<file path="src/rtl/axis_gain_offset_pipe.sv">
// Two-stage AXI-stream pixel stage: sat((tdata*gain)>>FRAC_W + offset) or bypass,
// with config latched at start-of-frame, line-length checking and frame/error counters.
module axis_gain_offset_pipe #(
  parameter int DATA_W   = 16,
  parameter int USER_W   = 2,
  parameter int CTRL_W   = 16,
  parameter int FRAC_W   = 3,
  parameter int LINE_LEN = 100,
  parameter int CNT_W    = 16
) (
  input  logic              clk,
  input  logic              reset,
  input  logic              bypass,
  input  logic [CTRL_W-1:0] ctrl1,
  input  logic [CTRL_W-1:0] ctrl2,
  input  logic              ififo_valid,
  output logic              ififo_ready,
  input  logic [DATA_W-1:0] ififo_tdata,
  input  logic              ififo_tlast,
  input  logic [USER_W-1:0] ififo_tuser,
  output logic              ofifo_valid,
  input  logic              ofifo_ready,
  output logic [DATA_W-1:0] ofifo_tdata,
  output logic              ofifo_tlast,
  output logic [USER_W-1:0] ofifo_tuser,
  output logic [CNT_W-1:0]  frame_cnt,
  output logic [CNT_W-1:0]  err_cnt
);

  localparam int PROD_W = DATA_W + CTRL_W;
  localparam int SUM_W  = PROD_W - FRAC_W + 1;
  localparam int IDX_W  = $clog2(LINE_LEN + 1);
  localparam logic [CTRL_W-1:0] UNITY   = CTRL_W'(1) << FRAC_W;
  localparam logic [SUM_W-1:0]  SAT_MAX = {{(SUM_W-DATA_W){1'b0}}, {DATA_W{1'b1}}};

  // Handshake: a beat transfers on a rising edge where valid & ready are both 1;
  // valid never depends on ready, and a raised ofifo_valid holds with stable
  // payload until ofifo_ready accepts it. The whole pipe moves on one enable.
  logic en;
  logic accept;
  logic sof;

  assign en          = ofifo_ready | ~ofifo_valid;
  assign ififo_ready = en;
  assign accept      = ififo_valid & en;
  assign sof         = ififo_tuser[0];

  // Shadow configuration, reloaded only by an accepted SOF beat
  logic              sh_bypass;
  logic [CTRL_W-1:0] sh_gain;
  logic [CTRL_W-1:0] sh_offset;

  always_ff @(posedge clk or negedge reset) begin
    if (!reset) begin
      sh_bypass <= 1'b0;
      sh_gain   <= UNITY;
      sh_offset <= '0;
    end else if (accept && sof) begin
      sh_bypass <= bypass;
      sh_gain   <= ctrl1;
      sh_offset <= ctrl2;
    end
  end

  // The SOF beat itself uses the values being latched alongside it
  logic              eff_bypass;
  logic [CTRL_W-1:0] eff_gain;
  logic [CTRL_W-1:0] eff_offset;

  always_comb begin
    eff_bypass = sh_bypass;
    eff_gain   = sh_gain;
    eff_offset = sh_offset;
    if (sof) begin
      eff_bypass = bypass;
      eff_gain   = ctrl1;
      eff_offset = ctrl2;
    end
  end

  // Stage 1: multiply; offset and mode travel with the beat
  logic              s1_valid;
  logic [DATA_W-1:0] s1_data;
  logic [PROD_W-1:0] s1_prod;
  logic              s1_bypass;
  logic [CTRL_W-1:0] s1_offset;
  logic              s1_tlast;
  logic [USER_W-1:0] s1_tuser;

  always_ff @(posedge clk or negedge reset) begin
    if (!reset) begin
      s1_valid  <= 1'b0;
      s1_data   <= '0;
      s1_prod   <= '0;
      s1_bypass <= 1'b0;
      s1_offset <= '0;
      s1_tlast  <= 1'b0;
      s1_tuser  <= '0;
    end else if (en) begin
      s1_valid  <= ififo_valid;
      s1_data   <= ififo_tdata;
      s1_prod   <= PROD_W'(ififo_tdata) * PROD_W'(eff_gain);
      s1_bypass <= eff_bypass;
      s1_offset <= eff_offset;
      s1_tlast  <= ififo_tlast;
      s1_tuser  <= ififo_tuser;
    end
  end

  // Stage 2: scale down, add offset with a guard bit, clamp instead of wrapping
  logic [SUM_W-1:0]  sum;
  logic [DATA_W-1:0] result;

  always_comb begin
    sum = SUM_W'(s1_prod >> FRAC_W) + SUM_W'(s1_offset);
    if (s1_bypass) begin
      result = s1_data;
    end else if (sum > SAT_MAX) begin
      result = '1;
    end else begin
      result = sum[DATA_W-1:0];
    end
  end

  always_ff @(posedge clk or negedge reset) begin
    if (!reset) begin
      ofifo_valid <= 1'b0;
      ofifo_tdata <= '0;
      ofifo_tlast <= 1'b0;
      ofifo_tuser <= '0;
    end else if (en) begin
      ofifo_valid <= s1_valid;
      ofifo_tdata <= result;
      ofifo_tlast <= s1_tlast;
      ofifo_tuser <= s1_tuser;
    end
  end

  // Line-length check on accepted input beats; SOF restarts the line
  logic [IDX_W-1:0] idx;
  logic [IDX_W-1:0] cur_idx;
  logic [IDX_W-1:0] pos;
  logic             last_pos;
  logic             len_err;
  logic [IDX_W-1:0] idx_nxt;

  always_comb begin
    cur_idx  = sof ? '0 : idx;
    pos      = cur_idx + IDX_W'(1);
    last_pos = (pos == IDX_W'(LINE_LEN));
    len_err  = ififo_tlast ^ last_pos;
    idx_nxt  = (ififo_tlast || last_pos) ? '0 : pos;
  end

  always_ff @(posedge clk or negedge reset) begin
    if (!reset) begin
      idx     <= '0;
      err_cnt <= '0;
    end else if (accept) begin
      idx <= idx_nxt;
      if (len_err && (err_cnt != '1)) begin
        err_cnt <= err_cnt + CNT_W'(1);
      end
    end
  end

  always_ff @(posedge clk or negedge reset) begin
    if (!reset) begin
      frame_cnt <= '0;
    end else if (ofifo_valid && ofifo_ready && ofifo_tuser[0]) begin
      frame_cnt <= frame_cnt + CNT_W'(1);
    end
  end

endmodule

</file>
<file path="config.mk">
export PLATFORM = sky130hd
export DESIGN_NAME = axis_gain_offset_pipe
export DESIGN_NICKNAME = d
export VERILOG_FILES = /design/src/rtl/axis_gain_offset_pipe.sv
export SDC_FILE = /design/constraint.sdc
export NUM_CORES = 1
export LEC_CHECK = 0
export CORE_MARGIN = 2
export CORE_UTILIZATION = 56
export DETAILED_ROUTE_END_ITERATION = 7
export MAX_ROUTING_LAYER = met4
export PLACE_DENSITY = 0.88
export SLEW_MARGIN = 20
export SYNTH_ARGS = -nofsm -noshare
export SYNTH_HDL_FRONTEND = slang
export SYNTH_SLANG_ARGS = --single-unit
</file>
<file path="constraint.sdc">
create_clock -name clk -period 6.85 [get_ports clk]
set_clock_uncertainty 0.15 [all_clocks]
set_input_delay 1.37 -clock clk [delete_from_list [all_inputs] [get_ports clk]]
set_output_delay 1.37 -clock clk [all_outputs]
set_load 0.03 [all_outputs]
</file>
==> summary.md <==
| Metric | Value |
|---|---|
| Final setup fails | 10 |
| Via-to-Cell Ratio | 5.872 |
| Final core utilization | 71.03% |
| Most frequent cells in the layout | nand2_1 (254), inv_1 (224), fa_1 (184) |
| CTS Buffer Depth | 2 |
| First-pass GRT wire length | 71700 um |
| Die H | 174.9 um |
| Total CTS buffers | 17 |
| Worst Slack Setup Final | -384.0 ps |
| ANT nets after route | 0 |
| Initial drt markers | around 1400 |
| Aggregate global routing overflow | 0 |
| Unrepaired setup endpoints after global routing | true |
| Syn Std Cell Area | 16360 um^2 |
| Slew Viols, Final | 0 |
| Area occupied by multi-input gates | 11790 um^2 |
| Hold Buf Count CTS | 0 |
| WL/cell | 19.44 um |
| GR peak layer | met2 |
| Crit path time final | 7234 ps |
| Post-synth top flop | dfrtp_1 |
| Commonest non-fill, non-tap cell in the layout | nand2_1 |
| Largest net degree at the start of global routing | 93 |
| Share of cells above drive strength 1 | 20.26% |
| Relative slew margins | 32.98% |
| Core area | around 29000 um^2 |
| Fmax | 138.2 MHz |
| Antenna violations before repair | 0 |
| Status | complete, but fails checks |
| Met2 Usage GRT | 51.63% |
| Worst-path clk slew | around 70 ps |
| Root Buffer | clkbuf_16 |
| Final hold violation count | 0 |
| Post-synthesis sequential area ratio | 24.17% |
| Mean Syn Cell Area | 9.345 um^2 |
| Latest clock arrival within the worst-skew pair | 450 ps |
| Synth unique cells | just under 70 |
| Drt total wl | 46230 um |
| WP data arrival | 7380 ps |
| # rows | 62 |
| R2R Setup Slk | about 450 ps |
| Placer congestion estimate | 0.9250 |
| Residual DRC count | 0 |
| Max H-tree Level | 4 |
| First drt pass iteration count | 7 |
| DIE WIDTH | between 150 and 200 um |
| #FFs+latches synth | approximately 160 |
| Crit path max fanout | 7 |
| Clock sinks | 158 |
| Diode count | 0 |
| Routed via count | approximately 14000 |
| Critical path launch point type | input port |
| Ys async rst share | 100.0% |
| Synth Warn # | 0 |
| Failing checks | setup timing |
| HP Class | reg -> reg |
| CTS tree | built |
| IO Count | 109 |
| Total track usage | 30.43% |
| Worst setup EP type | flop |
| Nets | about 2400 |
| Synthesized net count | 2124 |
| Worst endpoint required time | 6990 ps |
| Dpl hpwl | between 30000 and 40000 um |
| Max-cap viol count | 0 |
| FF+latch area | roughly 4000 um^2 |
| IO buf count | 108 |
| Met3 Track Usage GR | 5.222% |
| Effective utilization at floorplan | 57.01% |
| Vias in the first global route | 14640 |
| Tcrit/Tclk final | 105.6% |
| Die area | approximately 30000 um^2 |
| EDFF count, synth | 0 |
| Synth Instances | around 1800 |
| GR Util met1 | 35.47% |
| CP Class | in -> reg |
| Layout area overhead | 24.59% |
| Slew @ Worst Pin | 1002 ps |
| FILL cells | 1854 |
-- cell families (layout without fill, tap and decap cells) --
| group | Yosys count | after routing | share of synthesized area [%] |
|---|---|---|---|
| compound gates | 223 | 223 | 9.023 |
| xor+xnor | 65 | 65 | 3.479 |
| fa+ha+maj | 317 | 317 | 33.19 |
| mux | 69 | 70 | 4.588 |
| flops | 158 | 158 | 24.17 |
| simple gates | 593 | 593 | 17.96 |
| buf+inv | 326 | 568 | 7.593 |
-- Yosys cell counts, types with 17 or more instances --
library cell | instances | share of area, %
nand2_1 | 271 | 6.2
inv_1 | 248 | 5.7
fa_1 | 195 | 24
dfrtp_1 | 157 | 24
ha_1 | 122 | 9.3
and2_1 | 81 | 3.1
o21ai_0 | 73 | 2.2
clkbuf_1 | 57 | 1.3
nor2b_1 | 54 | 2.1
mux2_2 | 48 | 3.3
nor2_1 | 44 | 1.0
xnor2_1 | 40 | 2.1
a21oi_1 | 36 | 1.1
nand3_1 | 32 | 0.98
xor2_1 | 25 | 1.3
mux2i_1 | 21 | 1.3
nand4_1 | 19 | 0.73
nand3b_1 | 17 | 0.78
nor3_1 | 17 | 0.52
-- state kept, by name (all words and copies together) (netlist names), 7 cells and up --
signal and count:
sh_offset 16, s1_prod 29, s1_offset 16, ofifo_tdata 16, sh_gain 16, idx 7, s1_data 16, err_cnt 16
frame_cnt 16
-- worst max-delay path, cell delays in order --
cell	delay, ps
buf_16	140
buf_12	130
mux2_4	320
and2_4	150
fa_1	560
inv_2	50
fa_1	540
inv_2	40
fa_1	470
fa_1	510
fa_1	500
inv_2	40
fa_1	530
inv_2	50
ha_4	290
buf_6	100
nand4_1	120
nor2_1	230
nand4b_1	260
o2111ai_4	160
nand4_1	190
buf_4	190
buf_4	120
nand2_2	80
xnor2_2	120
a21oi_1	90
-- metal layers --
metal  vias up  part of all wire [%]
met5         -                     0
met4         0                   4.8
met3       211                   7.1
met2       705                    51
met1      6925                    37
li1       6122                     -
-- worst paths after layout --
kind / from / end / depth (start not counted)
setup / recovery: ififo_tuser[0] / s1_prod[26]$_DFFE_PN0N_ / 26
hold / removal: s1_data[10]$_DFFE_PN0N_ / s1_data[10]$_DFFE_PN0N_ / 2
setup reg to reg: sh_gain[3]$_DFFE_PN1P_ / s1_prod[26]$_DFFE_PN0N_ / 23
hold reg to reg: s1_data[10]$_DFFE_PN0N_ / s1_data[10]$_DFFE_PN0N_ / 2
max in group asynchronous: reset / s1_data[2]$_DFFE_PN0N_ / 2
min in group asynchronous: reset / err_cnt[0]$_DFFE_PN0P_ / 1
-- metrics by stage --
step / setup WS, ps / area, um^2 / std cells / TNS, ps / hold WS (ps)
after detailed placement: -1024 / 18880 / 2298 / -14810 / 296.3
after global placement: -901.3 / 18880 / 2298 / -12310 / 296.2
after global routing: -495.2 / 20390 / 2378 / -3667 / 349.0
final: -384.0 / 20390 / 2378 / -1897 / 314.9
after floorplan: -338.2 / 16700 / 1751 / -1311 / 279.8
after CTS: -131.1 / 20040 / 2361 / -221.8 / 310.5
-- cell type report --
type	count	area share [%]
Multi-Input combinational cell	1268	57.84
Sequential cell	158	19.40
Timing Repair Buffer	289	12.93
Inverter	248	4.566
Clock buffer	23	2.394
Tap cell	384	2.357
Clock inverter	8	0.5155
-- repair_timing --
item,in CTS,in global routing
pin swaps,65,71
setup endpoints to repair,20,17
resized for setup,128,59
setup buffers,30,19
gates cloned,2,0
Power is left out: the tool's default activity adds up to more than one toggle a clock period on the data nets, which glitch-free logic cannot reach.
